`src/rtl/cache_req_sched.sv`:
```
// cache_req_sched
//   Two-requester round-robin scheduler in front of a single cache engine.
//   A legal request ('R' or 'W') is latched, presented to the engine for one
//   cycle (issue_valid) and then the engine is held busy for BUSY_CYCLES
//   cycles before the next request can be accepted. A request with any other
//   op code is accepted and dropped, and it bumps err_count.
//
// Ports
//   clk, reset          clock, asynchronous active-low reset
//   sched_en            gates acceptance of new requests only
//   rN_valid/addr/op    requester N request (held until rN_ready)
//   rN_ready            combinational accept strobe for requester N
//   cache_addr/op       latched request driven to the engine
//   issue_valid         one-cycle engine strobe
//   grant_id            owner of the current / last issued access
//   busy                scheduler is in ISSUE or WAIT
//   r0/r1_count         saturating per-requester issue counts
//   err_count           saturating count of illegal-op acceptances
module cache_req_sched #(
    parameter int ADDR_W      = 48,
    parameter int BUSY_CYCLES = 2
) (
    input  logic              clk,
    input  logic              reset,
    input  logic              sched_en,
    input  logic              r0_valid,
    input  logic              r1_valid,
    input  logic [ADDR_W-1:0] r0_addr,
    input  logic [ADDR_W-1:0] r1_addr,
    input  logic [7:0]        r0_op,
    input  logic [7:0]        r1_op,
    output logic              r0_ready,
    output logic              r1_ready,
    output logic [ADDR_W-1:0] cache_addr,
    output logic [7:0]        cache_op,
    output logic              issue_valid,
    output logic              grant_id,
    output logic              busy,
    output logic [15:0]       r0_count,
    output logic [15:0]       r1_count,
    output logic [15:0]       err_count
);

    localparam logic [3:0] BUSY_LD = 4'(BUSY_CYCLES);
    localparam logic [7:0] OP_RD   = 8'h52;
    localparam logic [7:0] OP_WR   = 8'h57;

    typedef enum logic [1:0] {
        S_IDLE  = 2'd0,
        S_ISSUE = 2'd1,
        S_WAIT  = 2'd2
    } state_e;

    state_e            state_q, state_d;
    logic [3:0]        cnt_q, cnt_d;
    logic              prio_q, prio_d;     // requester favoured on a tie
    logic [ADDR_W-1:0] addr_q, addr_d;
    logic [7:0]        op_q, op_d;
    logic              gid_q, gid_d;
    logic [15:0]       r0c_q, r0c_d;
    logic [15:0]       r1c_q, r1c_d;
    logic [15:0]       errc_q, errc_d;

    logic              sel;
    logic              accept;
    logic [ADDR_W-1:0] sel_addr;
    logic [7:0]        sel_op;
    logic              sel_legal;

    function automatic logic [15:0] sat_inc(input logic [15:0] v);
        return (v == 16'hFFFF) ? v : v + 16'd1;
    endfunction

    // A lone requester always wins; on a tie the pointer decides.
    assign sel       = (r0_valid && r1_valid) ? prio_q : !r0_valid;
    assign accept    = (state_q == S_IDLE) && sched_en && (r0_valid || r1_valid);
    assign sel_addr  = sel ? r1_addr : r0_addr;
    assign sel_op    = sel ? r1_op   : r0_op;
    assign sel_legal = (sel_op == OP_RD) || (sel_op == OP_WR);

    always_comb begin
        state_d = state_q;
        cnt_d   = cnt_q;
        prio_d  = prio_q;
        addr_d  = addr_q;
        op_d    = op_q;
        gid_d   = gid_q;
        r0c_d   = r0c_q;
        r1c_d   = r1c_q;
        errc_d  = errc_q;

        case (state_q)
            S_IDLE: begin
                if (accept) begin
                    // Pointer moves on every acceptance, legal or not.
                    prio_d = !sel;
                    if (sel_legal) begin
                        addr_d  = sel_addr;
                        op_d    = sel_op;
                        gid_d   = sel;
                        state_d = S_ISSUE;
                    end else begin
                        errc_d = sat_inc(errc_q);
                    end
                end
            end
            S_ISSUE: begin
                if (gid_q) r1c_d = sat_inc(r1c_q);
                else       r0c_d = sat_inc(r0c_q);
                cnt_d   = BUSY_LD;
                state_d = S_WAIT;
            end
            S_WAIT: begin
                // cnt_q counts remaining WAIT cycles including this one.
                if (cnt_q <= 4'd1) begin
                    cnt_d   = 4'd0;
                    state_d = S_IDLE;
                end else begin
                    cnt_d = cnt_q - 4'd1;
                end
            end
            default: begin
                state_d = S_IDLE;
            end
        endcase
    end

    always_ff @(posedge clk or negedge reset) begin
        if (!reset) begin
            state_q <= S_IDLE;
            cnt_q   <= 4'd0;
            prio_q  <= 1'b0;
            addr_q  <= '0;
            op_q    <= 8'd0;
            gid_q   <= 1'b0;
            r0c_q   <= 16'd0;
            r1c_q   <= 16'd0;
            errc_q  <= 16'd0;
        end else begin
            state_q <= state_d;
            cnt_q   <= cnt_d;
            prio_q  <= prio_d;
            addr_q  <= addr_d;
            op_q    <= op_d;
            gid_q   <= gid_d;
            r0c_q   <= r0c_d;
            r1c_q   <= r1c_d;
            errc_q  <= errc_d;
        end
    end

    assign r0_ready    = accept && !sel;
    assign r1_ready    = accept &&  sel;
    assign issue_valid = (state_q == S_ISSUE);
    assign busy        = (state_q != S_IDLE);
    assign cache_addr  = addr_q;
    assign cache_op    = op_q;
    assign grant_id    = gid_q;
    assign r0_count    = r0c_q;
    assign r1_count    = r1c_q;
    assign err_count   = errc_q;

endmodule

```
`config.mk`:
```
export PLATFORM = sky130hd
export DESIGN_NAME = cache_req_sched
export DESIGN_NICKNAME = d
export VERILOG_FILES = /design/src/rtl/cache_req_sched.sv
export SDC_FILE = /design/constraint.sdc
export NUM_CORES = 1
export LEC_CHECK = 0
export ABC_AREA = 0
export CORE_ASPECT_RATIO = 0.7
export CORE_UTILIZATION = 40
export DETAILED_ROUTE_END_ITERATION = 10
export PLACE_DENSITY = 0.77
export SETUP_SLACK_MARGIN = 0.02
export SYNTH_ARGS = -nofsm -noshare
export SYNTH_HDL_FRONTEND = slang
export SYNTH_SLANG_ARGS = --single-unit
```
`constraint.sdc`:
```
create_clock -name clk -period 4.8 [get_ports clk]
set_clock_uncertainty 0.1 [all_clocks]
set_input_delay 0.72 -clock clk [delete_from_list [all_inputs] [get_ports clk]]
set_output_delay 0.72 -clock clk [all_outputs]
set_load 0.05 [all_outputs]
```
==> results.txt, run 1 <==
The flow ran to the end, and the final reports show no timing, DRC or antenna violations. In the routed layout, each cell is associated on average with a via count of 5.00. For the buffer count from post-CTS setup fixing, the log shows 0. The total overflow left after global routing is 0. Clock-pin slew was measured on the worst setup and hold paths at 0.07 ns. For this run, the post-layout net count is 832. STA classifies the critical path startpoint as an input pin.

The static leakage is 3.44 nW, and the portion of the clock cycle consumed by the worst path in the final layout is 73.1%. Slew of the pin with the lowest slew margin: 0.951 ns. In this run the cell area of the synthesized design comes to 5170 um2. The y dimension of the die came out at 97.2 um.

IR analysis of the VDD net gives a maximum drop of 0.218 mV. The arrival time at the worst endpoint came out at 2.69 ns. Yosys mapped a number of flops with a built-in enable equal to 0. Derived from the worst setup path, the maximum achievable clock frequency is 0.285 GHz.

Pin placement for this block handled 226 I/O pins. The count of inserted antenna diode cells is 0. Count of max-cap constraint violations: 0. The worst setup path is captured at a primary output. With fillers left out, the area of the finished cells amounts to 7890 um2. Clock tree synthesis selected as its root buffer the cell clkbuf_16. Entering global routing, the biggest net connects 96 pins. The path class of the tightest hold or removal check is register to register.

For this run, the register share of the synthesized area comes to 54.2%. For the violation count after the first detailed-routing iteration, the log shows 151. Length of the first detailed-routing pass in iterations: 4. For the number of vias after detailed routing, the log shows 4,367. The number of stages on the worst hold path works out to 1.

The post-route netlist has 4.63% of its cells at a drive strength greater than 1. The worst register-to-register path has a depth of 8. The total power per unit cell area was 403 nW/um2; the post-synthesis instance total was 486.

On the final layout, the worst hold slack is 0.379 ns. The core region is 12,500 um2. The total power is 3.18 mW.

At the worst endpoint, the required time is 3.98 ns. For the number of max-slew violations in the final report, the log shows 0. The floorplan has 34 rows. Mean area per synthesized cell: 10.6 um2.

The global placement routability congestion is 0.838, and the clock latency of the later-clocked register in the worst-skew pair is 0.33 ns. The hold buffer count at cts is 0, and the die width is 138 um. The tools report the initial antenna violation count as 0.

The number of register bits inferred by synthesis was 112. The library cell used most frequently in the layout, excluding fill and tap cells, is clkdlybuf4s50_1. TritonCTS built the clock tree. The logs give 0 for the post-route antenna net violation count and 611 for the number of nets produced by synthesis. The worst max-slew margin expressed relative to the limit is 36.6%, and the count of unique library cells instantiated by Yosys is 38. Counting every sink on the clock net gives 112. Counting the buffers created by CTS gives 9. Of all flip-flops after synthesis, the portion carrying an async set or reset was 100%. Setup repair after global routing left no endpoint under its margin. The final layout contains routed wiring with a total length of 14,000 um. For this run, the leading register cell type out of synthesis is dfrtp_1. Across the whole layout, storage elements account for 2800 um2.

After detailed placement, the total cell area comes to 7580 um2. Port buffering added 225 buffers. The library cells used most frequently in the layout, excluding fill and tap cells, are 224 x clkdlybuf4s50_1, 112 x dfrtp_1, 70 x nor2_1, 51 x a21oi_1, 49 x mux2i_1. For the final routed database, the setup TNS stands at 0 ns. For the deepest clock path buffer count, the log shows 2. Shortest clock period the worst path allows after layout: 3.51 ns. The worst setup path is of the input pin to primary output kind. The tools report the final-report hold violation count as 0.

During synthesis, Yosys emitted a total of 0 warnings. Once the clock tree was built, the resizer swapped 0 gates to a different size. The final routed wire length divided by cell count is 16.0 um, and the total routing resource utilization after global routing is 21.9%.

The logs give 13,400 um2 for the total die area and 4,576 for the number of global-route vias before repair. Largest fanout on the critical path: 19. The run gives 2260 um2 as the multi-input combinational cell area.

For the number of failing setup endpoints in the final timing report, the log shows 0. Summed over all nets, the half-perimeter wirelength after detailed placement is 10,800 um. The area growth from synthesis to final layout is 52.4%, and the global-route wire length before repair is 22,700 um. Once the floorplan was initialized, standard cells occupied 41.4% of the core.

The count of H-tree levels built during CTS was 3. Counting the fill cells in the layout gives 997. In the routed design, unresolved DRC markers number 0.
[synth_stat cells, drive strengths merged (5+ instances only)]
| cell | count | area (um2) |
|---|---|---|
| clkbuf | 6 | 22.5 |
| nor3 | 10 | 50.1 |
| inv | 8 | 30.0 |
| nor2 | 71 | 269 |
| nor2b | 5 | 31.3 |
| ha | 8 | 100 |
| a21oi | 51 | 255 |
| mux2 | 5 | 60.1 |
| nand4 | 12 | 75.1 |
| xor2 | 16 | 140 |
| nand2 | 26 | 97.6 |
| nand3 | 21 | 105 |
| xnor2 | 29 | 254 |
| dfrtp | 112 | 2800 |
| buf | 13 | 80.1 |
| and3 | 6 | 37.5 |
| mux2i | 49 | 490 |
| o21ai | 8 | 43.8 |
[flip-flops by register name (all words and copies together) (netlist names)]
register    flops
cache_addr     48
cache_op        8
cnt_q           4
err_count      16
grant_id        1
prio_q          1
r0_count       16
r1_count       16
state_q         2
[critical path, cell delays in order]
cell and delay, ns:
clkdlybuf4s50_1 0.48, a21boi_4 0.16, buf_4 0.29, and3_1 0.22, clkdlybuf4s50_1 0.80
[routing by layer]
layer	routed length [um]	up-vias	part of all wire, %	GRT usage [%]
li1	-	2124	-	-
met1	5730	2094	41	26.0
met2	6780	141	48	36.3
met3	1380	8	9.8	9.86
met4	133	0	0.95	4.43
met5	0	-	0	0
[cell families after synthesis]
logic type,count (synthesis),share of synthesized area [%]
and+or+nand+nor,172,16.1
buffers and inverters,27,2.56
AOI/OAI and AO/OA,68,7.01
muxes,54,10.6
xor gates and xnor gates,45,7.62
adders and majority gates,8,1.93
DFF,112,54.2
[metrics by stage]
step / utilization (%) / std cells / setup slack, ns
after floorplan: - / 486 / 2.03
after global placement: 60.6 / 858 / 1.31
final: 63.1 / 874 / 1.29
after detailed placement: 60.6 / 858 / 1.28
after CTS: 63.1 / 874 / 1.28
after global routing: 63.1 / 874 / 1.18
[worst paths after layout]
path                             endpoint  slack (ns)         from
max                              r0_ready        1.29     r0_valid
min reg2reg                   cache_op[1]        0.38  cache_op[1]
min                           cache_op[1]        0.38  cache_op[1]
max in group asynchronous  cache_addr[21]        3.13        reset
min in group asynchronous     r1_count[5]        0.41        reset
max reg2reg                cache_addr[29]        2.23       prio_q
[power by group]
group / total (mW) / internal [mW] / leakage, nW / switching [mW]
Sequential: 1.20 / 1.08 / 1.51 / 0.122
Combinational: 1.22 / 0.463 / 1.78 / 0.754
Clock: 0.760 / 0.411 / 0.144 / 0.349
[cell type report]
type | instances | area share [%]
inverter | 8 | 0.381
timing repair buffer | 229 | 29.1
multi-input combinational | 347 | 28.6
tap | 162 | 2.57
sequential | 112 | 35.5
clock inverter | 7 | 0.999
clock buffer | 9 | 2.86
No activity file was read; power rests on OpenSTA's default activity.
==> inputs of run 2 (changes only) <==
CORE_UTILIZATION = 38   (was 40)
PLACE_DENSITY = 0.76   (was 0.77)
clock period = 3.1 ns   (was 4.8 ns; I/O delays follow)
==> run 2 against run 1 <==
Effect of this change: clock power is 47% higher; critical endpoint unchanged; critical path type unchanged; via count is 0.23% lower; largest power group unchanged; total power is 53% higher.
==> results.txt, run 2 (synthesis gave the netlist of run 1 again) <==
The flow ran to the end, and the final reports show no timing, DRC or antenna violations. Portion of the clock cycle consumed by the worst path in the final layout: 86.4%. The library cell used most frequently in the layout, excluding fill and tap cells, is clkdlybuf4s50_1. CTS built an H-tree with a depth of 3. Summing over every cut layer, the via total after detailed routing is 4,357. The clock network burns 23.0% of the power.

After detailed routing, the total wire length is 13,700 um. The shortest clock period the worst path allows after layout came out at 2.68 ns. The sequential cells in the finished layout cover a total of 2800 um2. For this design the static power due to leakage is 3.46 nW. Combinational logic is responsible for 39.0% of the overall power. The placed standard-cell area came out at 7650 um2.

The pre-antenna-repair detailed-routing pass consisted of 4 iterations. Fill cells in the final layout number 1,104. After global routing the overflow that remains totals 0.

The tools report the buffer count from post-CTS setup fixing as 0. The die covers 14,100 um2. The logs give 0 for the number of failing setup endpoints in the final timing report and 13,200 um2 for the total core area. The slew of the pin with the lowest slew margin was 0.780 ns; the switching power was 1.91 mW. The uppermost signal routing layer after detailed routing is met4. In the final layout, the multi-input gates occupy 2260 um2. The total power per unit cell area works out to 613 nW/um2.

The tools report the largest net degree at the start of global routing as 65. 226 I/O pins were placed. Walking the worst path, the cells encountered are clkdlybuf4s50_1, a21boi_4, buf_4, and3_1, buf_12.

Setup repair after global routing left no endpoint under its margin. For the hold buffer count at cts, the log shows 0. The length of routed met3 wiring came out at 1070 um. The number of max-slew violations in the final report is 0.

The run gives 20.0% as the total routing resource utilization after global routing. Once layout is done, the placed cells without fillers occupy 7940 um2. The arrival time at the worst endpoint came out at 2.11 ns. For this run, the slowest stage of the critical path takes 0.48 ns. Cell with the biggest individual delay on the critical path: clkdlybuf4s50_1. Net switching is 39.3% of the power. The area growth from synthesis to final layout was 53.4%. The path class of the lowest-slack min-delay path was input pin to async pin. TritonCTS built the clock tree. On the critical path the largest part of the delay comes from buffers and inverters. For the sum of routed wire segments on met1, the log shows 5820 um. For the final-report hold violation count, the log shows 0. Number of global-route vias before repair: 4,380. Clock-pin slew was measured on the worst setup and hold paths at 0.08 ns. The register with the most flip-flops in the layout has 48 of them. VDD sags by at most 0.290 mV. Cell at the root of the clock tree: clkbuf_16. Final hold analysis gives a worst-case slack of 0.0832 ns. For this configuration, the core starts out at a cell density of 39.1%.

In this run the remaining antenna-violating nets after routing total 0. The final routed wire length divided by cell count works out to 15.3 um. The die is 141 um wide.

For the required time of the critical path, the log shows 2.53 ns. The share of power burned in registers came out at 38.0%. The worst setup path is of the input pin to primary output kind. The congestion estimate from routability-driven global placement came to 0.888. The run gives 833 as the count of nets after finishing. The tools report the floorplan row count as 35.

After the first detailed-routing iteration, the DRC count stood at 177. The floorplan step set the die height to 99.6 um. The first global-routing pass estimated 21,900 um of wire. The clock latency of the later-clocked register in the worst-skew pair is 0.34 ns.

Detailed routing placed a total of 6730 um of wire on met2. Internal power comes to 2.95 mW. In the layout the commonest cells are 222 x clkdlybuf4s50_1, 112 x dfrtp_1, 70 x nor2_1, 51 x a21oi_1, 49 x mux2i_1. The initial antenna violation count was 0; the largest fanout on the critical path was 33. The number of gates resized after CTS was 0; the residual DRC count was 0. Clock tree synthesis found a total of 112 sinks. During placement, the flow inserted port buffers numbering 225.

Kind of capture point of the worst setup path: a primary output. 0 antenna diodes ended up in the layout. The design draws 4.86 mW. Timing would allow up to 0.373 GHz. For the worst max-slew margin expressed relative to the limit, the log shows 48.0%. The setup TNS was 0 ns. The fraction of layout instances using a drive strength above 1 was 5.05%; the deepest clock path buffer count was 2. STA classifies the critical path startpoint as an input pin.

The combined buffer and inverter count along the critical path is 3. The logs give 0.421 ns for the worst-case setup margin in the final layout and 10,500 um for the estimated wirelength of the detail-placed design. Timing analysis after detailed placement gives a worst setup slack of 0.290 ns. The number of buffers inserted during clock tree synthesis was 9. The count of max-cap constraint violations was 0. The ratio of routed vias to standard cells came out at 4.85.
==> run 2: cell types whose count changed in the layout (fill, tap and decap cells not counted), sizes merged <==
cell / previous run / this run
buf: 5 / 8
clkdlybuf4s50: 224 / 222
clkinvlp: 2 / 0
inv: 10 / 12
bufinv: 1 / 0
clkinv: 2 / 3
==> run 2: final cells by class <==
cell class	instances	share of cell area [%]
multi-input cells	347	28.4
inverters	8	0.378
well taps	185	2.92
clock buffers	9	2.84
clock inverters	7	0.757
flip-flops and latches	112	35.3
repair buffers	230	29.4
==> run 2: path summary, 6_finish.rpt <==
kind | from | slack (ns) | endpoint | cells after the start
min in group clk | cache_op[4] | 0.37 | cache_op[4] | 1
worst max-delay path | r0_valid | 0.42 | r0_ready | 5
worst min-delay path | reset | 0.08 | err_count[15] | 1
worst min register to register | cache_op[4] | 0.37 | cache_op[4] | 1
worst max register to register | state_q[1] | 0.79 | err_count[11] | 7
max in group asynchronous | reset | 2.06 | cache_addr[9] | 2
==> run 2: worst register-to-register path, delay by kind of cell (launching register included) <==
kind	cells	cell delay, ns
simple gates	3	0.95
flops	1	0.41
compound gates	1	0.30
fa+ha+maj	1	0.22
xor+xnor	1	0.13
buf+inv	1	0.09
==> run 2: metrics by stage <==
step,utilization [%],std cells
after global placement,57.9,882
final,60.0,898
after global routing,60.0,898
after CTS,60.0,898
after detailed placement,57.9,882
after floorplan,-,486
==> run 2: per-layer routing <==
metal,vias up,global-route usage [%]
li1,2132,-
met1,2072,24.7
met2,142,33.5
met3,11,7.32
met4,0,4.47
met5,-,0
==> run 2: power by group through the flow <==
stage                     registers (mW)  clock network (mW)  logic, mW
final                               1.85                1.12       1.90
after global routing                1.88                1.21       2.01
after CTS                           1.85                1.15       1.91
after detailed placement            1.87                   0       1.90
after global placement              1.86                   0       1.86
after floorplan                     2.47                   0      0.552
==> inputs of run 3 (changes only) <==
ABC_CLOCK_PERIOD_IN_PS = 3100   (was unset)
==> results of run 3 <==
Final layout, timing and power as in run 2 (identical DEF).
